**src/rtl/vga_sync_generator_pkg.sv**
```systemverilog
`timescale 1ns/1ps
`default_nettype none
// ============================================================================
// Module : vga_sync_generator_pkg
// Brief  : Shared timing constants and stage-0 bundle type for the VGA
//          640x480@60 Hz sync generator.
// Rev    : 1.0  initial release
// ============================================================================
package vga_sync_generator_pkg;

  // Visible frame geometry used by the image generator side.
  localparam int FRAME_WIDTH  = 640;
  localparam int FRAME_HEIGHT = 480;

  // Default 640x480@60 timing (pixel clocks / lines).
  localparam int DEF_H_ACTIVE = FRAME_WIDTH;
  localparam int DEF_H_FP     = 16;
  localparam int DEF_H_SYNC   = 96;
  localparam int DEF_H_BP     = 48;
  localparam int DEF_V_ACTIVE = FRAME_HEIGHT;
  localparam int DEF_V_FP     = 10;
  localparam int DEF_V_SYNC   = 2;
  localparam int DEF_V_BP     = 33;

  // Counter and coordinate width; every total must stay below 2**CNT_W.
  localparam int CNT_W = 12;

  // Everything computed from the counters in the first pipeline stage.
  typedef struct packed {
    logic [CNT_W-1:0] x;
    logic [CNT_W-1:0] y;
    logic             active;
    logic             frame_tick;
    logic             hs;   // sync asserted (polarity applied later)
    logic             vs;
  } stage0_t;

endpackage
`default_nettype wire

```
**src/rtl/vga_sync_generator_sync_counter.sv**
```systemverilog
`timescale 1ns/1ps
`default_nettype none
// ============================================================================
// Module : vga_sync_generator_sync_counter
// Brief  : Modulo-N up counter with enable and combinational wrap flag.
// Rev    : 1.0  initial release
// ============================================================================
module vga_sync_generator_sync_counter #(
  parameter int N = 800,
  parameter int W = 12
) (
  input  logic         clk,
  input  logic         rst_n,
  input  logic         en,
  output logic [W-1:0] count,
  output logic         wrap
);

  localparam logic [W-1:0] LAST = W'(N - 1);

  // Wrap is flagged on the enabled cycle that returns the count to zero.
  assign wrap = en && (count == LAST);

  // Count 0..N-1 while enabled, restarting from zero after the last value.
  always_ff @(posedge clk or negedge rst_n) begin
    if (!rst_n) begin
      count <= '0;
    end else if (en) begin
      count <= wrap ? '0 : count + 1'b1;
    end
  end

endmodule
`default_nettype wire

```
**src/rtl/vga_sync_generator.sv**
```systemverilog
`timescale 1ns/1ps
`default_nettype none
// ============================================================================
// Module : vga_sync_generator
// Brief  : VGA timing generator. Stage 0 turns the counters into pixel
//          coordinates and raw sync flags; stage 1 registers the image
//          generator's color together with the syncs so the pins stay aligned.
// Rev    : 1.0  initial release
// ============================================================================
module vga_sync_generator
  import vga_sync_generator_pkg::*;
#(
  parameter int   H_ACTIVE = DEF_H_ACTIVE,
  parameter int   H_FP     = DEF_H_FP,
  parameter int   H_SYNC   = DEF_H_SYNC,
  parameter int   H_BP     = DEF_H_BP,
  parameter int   V_ACTIVE = DEF_V_ACTIVE,
  parameter int   V_FP     = DEF_V_FP,
  parameter int   V_SYNC   = DEF_V_SYNC,
  parameter int   V_BP     = DEF_V_BP,
  parameter logic SYNC_POL = 1'b0
) (
  input  logic             CLOCK_25,
  input  logic             reset_n,
  input  logic [2:0]       color,
  output logic [CNT_W-1:0] x,
  output logic [CNT_W-1:0] y,
  output logic             active,
  output logic             frame_tick,
  output logic             VGA_R,
  output logic             VGA_G,
  output logic             VGA_B,
  output logic             VGA_HS,
  output logic             VGA_VS
);

  localparam int H_TOTAL = H_ACTIVE + H_FP + H_SYNC + H_BP;
  localparam int V_TOTAL = V_ACTIVE + V_FP + V_SYNC + V_BP;

  localparam logic [CNT_W-1:0] H_ACT    = CNT_W'(H_ACTIVE);
  localparam logic [CNT_W-1:0] V_ACT    = CNT_W'(V_ACTIVE);
  localparam logic [CNT_W-1:0] HS_START = CNT_W'(H_ACTIVE + H_FP);
  localparam logic [CNT_W-1:0] HS_END   = CNT_W'(H_ACTIVE + H_FP + H_SYNC - 1);
  localparam logic [CNT_W-1:0] VS_START = CNT_W'(V_ACTIVE + V_FP);
  localparam logic [CNT_W-1:0] VS_END   = CNT_W'(V_ACTIVE + V_FP + V_SYNC - 1);

  logic [CNT_W-1:0] h_cnt;
  logic [CNT_W-1:0] v_cnt;
  logic             h_wrap;
  logic             unused_v_wrap;  // frame end is derived from v_cnt instead
  stage0_t          s0_d;
  stage0_t          s0_q;
  logic [2:0]       rgb_q;
  logic             hs_q;
  logic             vs_q;

  vga_sync_generator_sync_counter #(.N(H_TOTAL), .W(CNT_W)) u_h_cnt (
    .clk   (CLOCK_25),
    .rst_n (reset_n),
    .en    (1'b1),
    .count (h_cnt),
    .wrap  (h_wrap)
  );

  vga_sync_generator_sync_counter #(.N(V_TOTAL), .W(CNT_W)) u_v_cnt (
    .clk   (CLOCK_25),
    .rst_n (reset_n),
    .en    (h_wrap),
    .count (v_cnt),
    .wrap  (unused_v_wrap)
  );

  // Decode the current counter position into 1-based coordinates and flags.
  always_comb begin
    s0_d            = '0;
    s0_d.active     = (h_cnt < H_ACT) && (v_cnt < V_ACT);
    if (s0_d.active) begin
      s0_d.x = h_cnt + 1'b1;
      s0_d.y = v_cnt + 1'b1;
    end
    s0_d.frame_tick = (h_cnt == '0) && (v_cnt == V_ACT);
    s0_d.hs         = (h_cnt >= HS_START) && (h_cnt <= HS_END);
    s0_d.vs         = (v_cnt >= VS_START) && (v_cnt <= VS_END);
  end

  // Stage 0: coordinates presented to the image generator.
  always_ff @(posedge CLOCK_25 or negedge reset_n) begin
    if (!reset_n) begin
      s0_q <= '0;
    end else begin
      s0_q <= s0_d;
    end
  end

  // Stage 1: pin registers; color is blanked and syncs get their polarity.
  always_ff @(posedge CLOCK_25 or negedge reset_n) begin
    if (!reset_n) begin
      rgb_q <= 3'b000;
      hs_q  <= ~SYNC_POL;
      vs_q  <= ~SYNC_POL;
    end else begin
      rgb_q <= s0_q.active ? color : 3'b000;
      hs_q  <= s0_q.hs ? SYNC_POL : ~SYNC_POL;
      vs_q  <= s0_q.vs ? SYNC_POL : ~SYNC_POL;
    end
  end

  assign x                     = s0_q.x;
  assign y                     = s0_q.y;
  assign active                = s0_q.active;
  assign frame_tick            = s0_q.frame_tick;
  assign {VGA_R, VGA_G, VGA_B} = rgb_q;
  assign VGA_HS                = hs_q;
  assign VGA_VS                = vs_q;

endmodule
`default_nettype wire
```
**config.mk**
```make
export PLATFORM = sky130hd
export DESIGN_NAME = vga_sync_generator
export DESIGN_NICKNAME = d
export VERILOG_FILES = /design/src/rtl/vga_sync_generator_pkg.sv /design/src/rtl/vga_sync_generator_sync_counter.sv /design/src/rtl/vga_sync_generator.sv
export SDC_FILE = /design/constraint.sdc
export NUM_CORES = 1
export LEC_CHECK = 0
export ABC_AREA = 0
export CELL_PAD_IN_SITES_DETAIL_PLACEMENT = 1
export CELL_PAD_IN_SITES_GLOBAL_PLACEMENT = 1
export CORE_MARGIN = 2
export CORE_UTILIZATION = 30
export CTS_CLUSTER_SIZE = 16
export DETAILED_ROUTE_END_ITERATION = 10
export PLACE_DENSITY_LB_ADDON = 0.1
export SLEW_MARGIN = 40
export SYNTH_ARGS = -nofsm -noshare
export SYNTH_HDL_FRONTEND = slang
export SYNTH_SLANG_ARGS = --single-unit
```
**constraint.sdc**
```tcl
create_clock -name CLOCK_25 -period 2.2 [get_ports CLOCK_25]
set_clock_uncertainty 0.1 [all_clocks]
set_input_delay 0.44 -clock CLOCK_25 [delete_from_list [all_inputs] [get_ports CLOCK_25]]
set_output_delay 0.44 -clock CLOCK_25 [all_outputs]
set_load 0.02 [all_outputs]
```
==> flow_summary.yaml <==
synth:
  number_of_register_bits_inferred_by_synthesis: 57
  async_reset_ff_frac: 1.00
  synthDominantAreaCellType: "sky130_fd_sc_hd__dfrtp_1"
  netlist_area_um2: 2570
  synthesis.area_per_instance_um2: 10.7
  synth_most_common_cell: "sky130_fd_sc_hd__dfrtp_1"
  synth.lib_cells_used.distinct: 36
  ys_dominant_reg_cell: "sky130_fd_sc_hd__dfrtp_1"
  syn-instance-count: 239
  synth_top_area_frac: 0.536
  synth_common_cells: "sky130_fd_sc_hd__dfrtp_1 (55), sky130_fd_sc_hd__buf_4 (27), sky130_fd_sc_hd__nor2_1 (23), sky130_fd_sc_hd__inv_1 (16), sky130_fd_sc_hd__nand3_1 (12)"
  post_synth_edffs: 0
  yosysWarnings: 0
  post_synth_main_area_contributors: "sky130_fd_sc_hd__dfrtp_1 (54%), sky130_fd_sc_hd__buf_4 (7.9%), sky130_fd_sc_hd__nor2_1 (3.4%), sky130_fd_sc_hd__xnor2_1 (3.1%), sky130_fd_sc_hd__xor2_1 (3.1%)"
  synth_seq_area_share: 0.557
power_and_ir_drop:
  power_density_nw_per_um2: 695
  p_leak_nw: 1.34
  peakVddDrop_v: 0.000243
clock_network:
  cts_buffers: 9
  tritoncts: "built"
  clkLatencyLatePin_ns: 0.34
  cts_buffer_depth: 2
  post_cts.resized_instances: 0
  h-tree-depth: 3
  root_buffer: "sky130_fd_sc_hd__clkbuf_8"
  clock_sink_count: 57
  clkTransAtPathRegs_ns: 0.07
timing:
  max_freq_mhz: 502
  post-route-period-util: 0.905
  report.final.hold_viol_count: 0
  drv_slew: 0
  max_slew_headroom_at_the_worst_pin: 0.621
  rsz0062_at_grt: "no"
  final-setup-viol-count: 0
  period_needed_ns: 1.99
  fin_setup_tns_ns: 0
  worst_margin_slew_ns: 0.568
floorplan:
  start_util: 0.311
  die_h_um: 96.5
  die_area_um2: 9310
  placement_rows: 33
  dieWidth_um: 96.5
  core_um2: 8260
  design.portCount: 36
worst_setup_path:
  timing.critical_path.required_ns: 1.66
  ff2ff_path_depth: 5
  crit_family: "buffers and inverters"
  worstReg2RegEnd: "u_v_cnt.count[9]"
  setup.reg_to_reg.worst_slack_ns: 0.22
  worst_ep_arrival_time_ns: 1.45
  rr_startpoint: "u_h_cnt.count[0]"
  worst-path-max-fanout: 1
  sort_of_element_at_the_start_of_the_critical_path: "register"
  ordered_list_of_cells_on_the_worst_path: "clkdlybuf4s50_1"
  cp-end-kind: "output pin"
  crit_slowest_cell: "sky130_fd_sc_hd__clkdlybuf4s50_1"
  worst_setup_path_startpoint: "VGA_HS"
  type_of_the_setup_path_with_the_least_slack: "register to output pin"
  number_of_buffers_and_inverters_on_the_critical_path: 1
  crit_path_max_incr_delay_ns: 0.60
cells_and_area:
  drive_gt1_frac: 0.104
  finish.instance_area_um2: 3110
  fillers: 931
  finalNetCount: 274
  syn2layout_area_growth_pct: 21.3
  antenna_cells_inserted: 0
placement:
  post-dp-hpwl_mm: 3.81
  io_buffers: 35
  detailed_place.area_um2: 2900
  gp_congestion: 0.768
min_path:
  hold_path_startpoint: "s0_q[1]"
  min_to: "VGA_HS"
  timing.hold.worst.class: "register to register"
  min_path_cells: 1
route:
  route.detailed.drc: 0
  via_count: 1680
  detail_route.iter0.violations: 26
  drt_pass1_iterations: 3
  route.detailed.wl_per_inst_um: 14.2
  ant_nets: 0
  wl_mm: 5.34
  route.detailed.vias_per_inst: 4.48
grt:
  grt_busiest_layer: "met2"
  grt_util_met1: 0.179
  grt.overflow.total: 0
  met2_usage: 0.196
  grt_usage: 0.132
  grt_util_met3: 0.0442
  grt_pass1_wl_mm: 8.94
  number_of_global_route_vias_before_repair: 1763
  grt_max_degree: 26
  grt_antenna_before_repair: 0
flow_run:
  cap_viol_max_count: 0
outcome:
  run_status: "finished, final reports clean"
report_power, final:
group          internal, mW  total (mW)  switching, mW
clock                 0.635        1.05          0.410
combinational        0.0249      0.0604         0.0355
sequential             1.06        1.06        0.00167
total                  1.72        2.16          0.448
repair_timing:
| item | 4_1_cts | 5_1_grt |
|---|---|---|
| setup endpoints to repair | 0 | 0 |
| hold buffers | 1 | 0 |
| buffers inserted | 0 | 0 |
| endpoints found under the hold margin | 1 | 0 |
area by class of cell:
type,instances,area [um^2],area share
clock buffer,12,135,0.0434
sequential,57,1430,0.459
multi-input combinational,138,866,0.278
timing repair buffer,43,420,0.135
tap,105,131,0.0422
clock inverter,4,70.1,0.0225
inverter,16,60.1,0.0193
stage by stage:
stage / setup slack [ns] / total power [mW] / util / hold WS, ns / std cells
2_1_floorplan: 0.474 / 1.10 / - / 0.0444 / 243
3_3_place_gp: 0.320 / 1.14 / 0.351 / 0.240 / 358
3_5_place_dp: 0.233 / 1.14 / 0.351 / 0.251 / 358
4_1_cts: 0.188 / 2.21 / 0.377 / 0.259 / 375
5_1_grt: 0.102 / 2.26 / 0.377 / 0.284 / 375
6_report: 0.209 / 2.16 / 0.377 / 0.253 / 375
registers in the layout, indices dropped and copies added (netlist names):
register       count
frame_tick         1
u_h_cnt.count     12
x                 12
VGA_VS             1
active             1
u_v_cnt.count     12
VGA_HS             1
rgb_q              3
s0_q               2
y                 12
per-layer routing:
metal,routed length (um),share of wire
met5,0,0
met4,66,0.012
met3,189,0.035
met2,2410,0.45
met1,2670,0.50
cell usage in the layout, fill, tap and decap left out, drive strengths merged, types with 2 or more instances in the layout:
| cell type | n |
|---|---|
| a21oi | 8 |
| and2 | 8 |
| and3 | 2 |
| and4 | 4 |
| and4bb | 3 |
| buf | 8 |
| bufinv | 2 |
| clkbuf | 12 |
| clkdlybuf4s50 | 34 |
| clkinv | 2 |
| conb | 5 |
| dfrtp | 55 |
| dfstp | 2 |
| ha | 4 |
| inv | 16 |
| nand2 | 12 |
| nand2b | 2 |
| nand3 | 13 |
| nand4 | 7 |
| nor2 | 23 |
| nor2b | 2 |
| nor3 | 9 |
| o21ai | 8 |
| o22ai | 3 |
| or4b | 3 |
| xnor2 | 9 |
| xor2 | 9 |
worst max path at each step:
stage,to,cells past startpoint,slack (ns)
3_5_place_dp,u_v_cnt.count[9],5,0.23
6_report,VGA_HS,1,0.21
5_1_grt,u_v_cnt.count[9],5,0.10
3_3_place_gp,u_v_cnt.count[8],5,0.32
4_1_cts,VGA_HS,1,0.19
2_1_floorplan,u_v_cnt.count[10],7,0.47
kinds of logic (layout without fill, tap and decap cells):
group	count (synthesis)	in the layout	share of synthesized area
AO/OA/AOI/OAI	20	20	0.0414
adder cells (fa/ha/maj)	4	4	0.0195
buffers and inverters	48	75	0.112
other	1	5	0.00146
XOR/XNOR	18	18	0.0614
AND/OR/NAND/NOR	91	91	0.208
flip-flops	57	57	0.557
Note: power is estimated with default switching activity, not from simulation.
==> variant 1, RTL diff (config.mk and constraints unchanged) <==
The package constant `CNT_W` goes from 12 to 18.
--- a/src/rtl/vga_sync_generator_pkg.sv
+++ b/src/rtl/vga_sync_generator_pkg.sv
@@ -24,5 +24,5 @@
 
   // Counter and coordinate width; every total must stay below 2**CNT_W.
-  localparam int CNT_W = 12;
+  localparam int CNT_W = 18;
 
   // Everything computed from the counters in the first pipeline stage.
Interface: changed (resized x and y); port bits go from 36 to 48. The function was not compared with the original's and may differ.
==> variant 1 against the unedited design <==
- sequential power grew 42%
- via count grew 55%
- power grew 51%
- wire length grew 58%
- hold slack lost 3.0 ps
- setup slack lost 170 ps
- synthesized area grew 40%
- utilization grew 3.6 points
- global-route usage grew 1.4 points
- cell area grew 53%
- critical path depth grew 3
- sequential cell count grew 24
- critical endpoint is now u_v_cnt.count[13]
==> variant 1: results <==
[route]
drt_wl_total_mm = 8.44
wl_met2_mm = 3.94
wl_per_cell_um = 15.1
met1_length_mm = 4.09
drt_iter0_markers = 102
dr.pass1.iters = 4
wl_met3_um = 203
viasPerCell = 4.64
top_layer = met4

[synth]
seq_area_frac_synth_pct = 56.6
syn_area_per_cell_sq_um = 10.6
synth_cell_type_count = 39
synthTopCellsByArea = dfrtp_1 (55%), buf_4 (7.5%), xor2_1 (2.9%)
ys_top_cells_by_count = dfrtp_1 (79), buf_4 (36), nor2_1 (27)
yosysWarnings = 0

[global_route]
antenna_found_initial = 0
track_usage_pct = 14.6
grt.met3_usage_pct = 2.62
grt_util_met2_pct = 22.3
met1_usage_pct = 20.0
grt_pass1_wl_mm = 14.6
grt_max_degree = 35
grt_pass1_vias = 2780

[finish]
nets = 421
drive_gt1_share_pct = 21.3

[place]
preCtsSetupSlack_ps = -28.0
dpl.hpwl_mm = 6.15
post_dp_cell_area_sq_um = 4360
port_buffers = 47
dp.cells = 541
gp_congestion = 0.757

[critical_path]
worstPathArrival_ps = 2330
crit_family = simple AND/OR/NAND/NOR gates
cp_max_fo = 5
slowest_stage = or4_4

[power_and_ir_drop]
vdd_drop_max_mv = 0.270
power.leakage_nw = 2.17
p_sw_share_pct = 20.1

[clock_network]
clk_pin_slew_ps = 60
cts-hold-fix-buffers = 1
root_buffer = clkbuf_16
post-cts-setup-buffers = 0
cts-resized-gates = 4
clk_path_buf_depth = 2

[hold_path]
hp-class = flop to flop

[outcome]
status = complete, no violations
variant 1: changes by cell type in the layout (fill, tap and decap cells not counted), sizes merged, moves of 8 or more:
cell / delta
o21ai: +13
conb: +12
buf: +41
nor4: +8
clkdlybuf4s50: +12
dfrtp: +24
variant 1: final cells by class:
type,count,area [sq um]
inverters,11,41.3
clock inverters,4,73.8
clock buffers,12,256
fillers,1329,6790
well taps,143,179
repair buffers,96,851
multi-input cells,213,1340
flip-flops and latches,81,2030
variant 1: worst paths after layout:
kind	from	end	slack, ps	depth (start not counted)
max	u_h_cnt.count[5]	u_v_cnt.count[13]	40	4
min	s0_q[0]	VGA_VS	250	1
max reg2reg	u_h_cnt.count[5]	u_v_cnt.count[13]	40	4
min reg2reg	s0_q[0]	VGA_VS	250	1
max in group asynchronous	reset_n	VGA_VS	940	3
min in group asynchronous	reset_n	u_h_cnt.count[12]	480	2
variant 1: cells by family after synthesis:
| kind of cell | count (synthesis) | share of synthesized area (%) |
|---|---|---|
| AND/OR/NAND/NOR | 123 | 18.8 |
| flip-flops | 81 | 56.6 |
| buffers and inverters | 60 | 10.1 |
| AO/OA/AOI/OAI | 47 | 7.50 |
| XOR/XNOR | 20 | 4.88 |
| adder cells (fa/ha/maj) | 4 | 1.40 |
| multiplexers | 2 | 0.628 |
| other | 1 | 0.105 |
variant 1: power by group through the flow:
stage | clock network, W | logic (W) | registers [W]
6_report | 0.00165 | 0.000111 | 0.00151
5_1_grt | 0.00176 | 0.000123 | 0.00151
4_1_cts | 0.00171 | 0.000114 | 0.00151
3_5_place_dp | 0 | 0.000113 | 0.00154
3_3_place_gp | 0 | 0.000112 | 0.00154
2_1_floorplan | 0 | 0.0000491 | 0.00154
==> variant 2, RTL diff (same flow settings) <==
Without the edit above. Put a register stage on the output `x`. The value now appears one clock later. The other outputs are not delayed to match.
--- a/src/rtl/vga_sync_generator.sv
+++ b/src/rtl/vga_sync_generator.sv
@@ -44,4 +44,6 @@
   localparam logic [CNT_W-1:0] VS_START = CNT_W'(V_ACTIVE + V_FP);
   localparam logic [CNT_W-1:0] VS_END   = CNT_W'(V_ACTIVE + V_FP + V_SYNC - 1);
+
+  logic [CNT_W-1:0] x_d;
 
   logic [CNT_W-1:0] h_cnt;
@@ -106,5 +108,5 @@
   end
 
-  assign x                     = s0_q.x;
+  assign x_d                   = s0_q.x;
   assign y                     = s0_q.y;
   assign active                = s0_q.active;
@@ -114,4 +116,8 @@
   assign VGA_VS                = vs_q;
 
+  always_ff @(posedge CLOCK_25) begin
+    x <= x_d;
+  end
+
 endmodule
 `default_nettype wire
Formal check against the unedited RTL: not equivalent (a bounded check fails within 4 cycles, from zero or initial values and one cycle with reset_n low).
==> variant 2 against the unedited design <==
- power grew 3.4%
- clock power shrank 15%
- die area increased by 5.6%
- critical path depth is 4 higher
- sequential power grew 21%
- fmax fell by 2.0%
- wire length up 2.5%
- sequential share of layout area rose by 4.4 points
- first-iteration DRC count rose by 50%
- setup slack got worse by 40 ps
- sequential cell count increased by 12
- combinational power grew 4.8%
- cell area rose by 6.6%
- synthesized area up 5.9%
- largest power group unchanged
==> variant 2: results <==
[finish]
seq-cell-share_pct = 50.3
n_all_buffers = 41
clkCellAreaFrac_pct = 5.13
nets = 284
final.fill_count = 968
finish.utilization_pct = 37.9
drive_gt1_share_pct = 9.64

[global_route]
track_usage_pct = 12.4
grt_pass1_vias = 1824
grt_pass1_wl_mm = 9.34
met1_usage_pct = 16.6
grt_util_met2_pct = 18.6
grt_max_degree = 35
grt.met3_usage_pct = 3.37

[clock_network]
cts_sinks = 69
cts-resized-gates = 0
h-tree-depth = 3

[critical_path]
crit_family = simple AND/OR/NAND/NOR gates
end_kind = flop
worstPathArrival_ps = 2200
cp_max_fo = 13
reg2reg_to = u_v_cnt.count[8]
cpPeakStageDelay_ps = 530
reg2reg_setup_slack_ps = 170

[route]
met1_length_mm = 2.63
viasPerCell = 4.51
vias = 1748
wl_met3_um = 204
wl_met2_mm = 2.53
dr.pass1.iters = 4
wl_per_cell_um = 14.1

[place]
preCtsSetupSlack_ps = 159
dp.cells = 371
dpl.hpwl_mm = 3.91
gp_congestion = 0.797
post_dp_cell_area_sq_um = 3140

[hold_path]
hold_depth = 0
hold_end = x[7]
hold_start = x_d[7]

[synth]
synthTopCellsByArea = dfrtp_1 (51%), dfxtp_1 (8.8%), buf_4 (4.1%)
async_flop_share_pct = 82.6
seq_area_frac_synth_pct = 61.4
ys_top_cells_by_count = dfrtp_1 (55), nor2_1 (23), inv_1 (16)
synth_cell_type_count = 37

[floorplanning]
rows = 34

[outcome]
status = complete, no violations

[timing]
period_minus_slack_ps = 2030
whs_ps = 232

[power_and_ir_drop]
vdd_drop_max_mv = 0.217
-- variant 2: cell types whose count changed after synthesis --
cell,change
buf_4,-12
dfxtp_1,+12
-- variant 2: cells by family (layout without fill, tap and decap cells) --
group,after synthesis,in the layout,share of synthesized area (%)
other,1,5,0.138
adder cells (fa/ha/maj),4,4,1.84
buffers and inverters,36,73,7.23
AO/OA/AOI/OAI,20,20,3.92
XOR/XNOR,18,18,5.80
AND/OR/NAND/NOR,91,91,19.6
flip-flops,69,69,61.4
-- variant 2: where the power goes --
part           total [W]  leakage [nW]  switching, W  internal (W)
sequential       0.00128         0.830    0.00000198       0.00127
clock           0.000897        0.0824      0.000460      0.000436
combinational  0.0000633         0.497     0.0000359     0.0000274
total            0.00224          1.41      0.000498       0.00174
-- variant 2: timing repair --
action / in CTS / in global routing
buffers inserted: 0 / 0
hold buffers: 1 / 0
endpoints found under the hold margin: 2 / 0
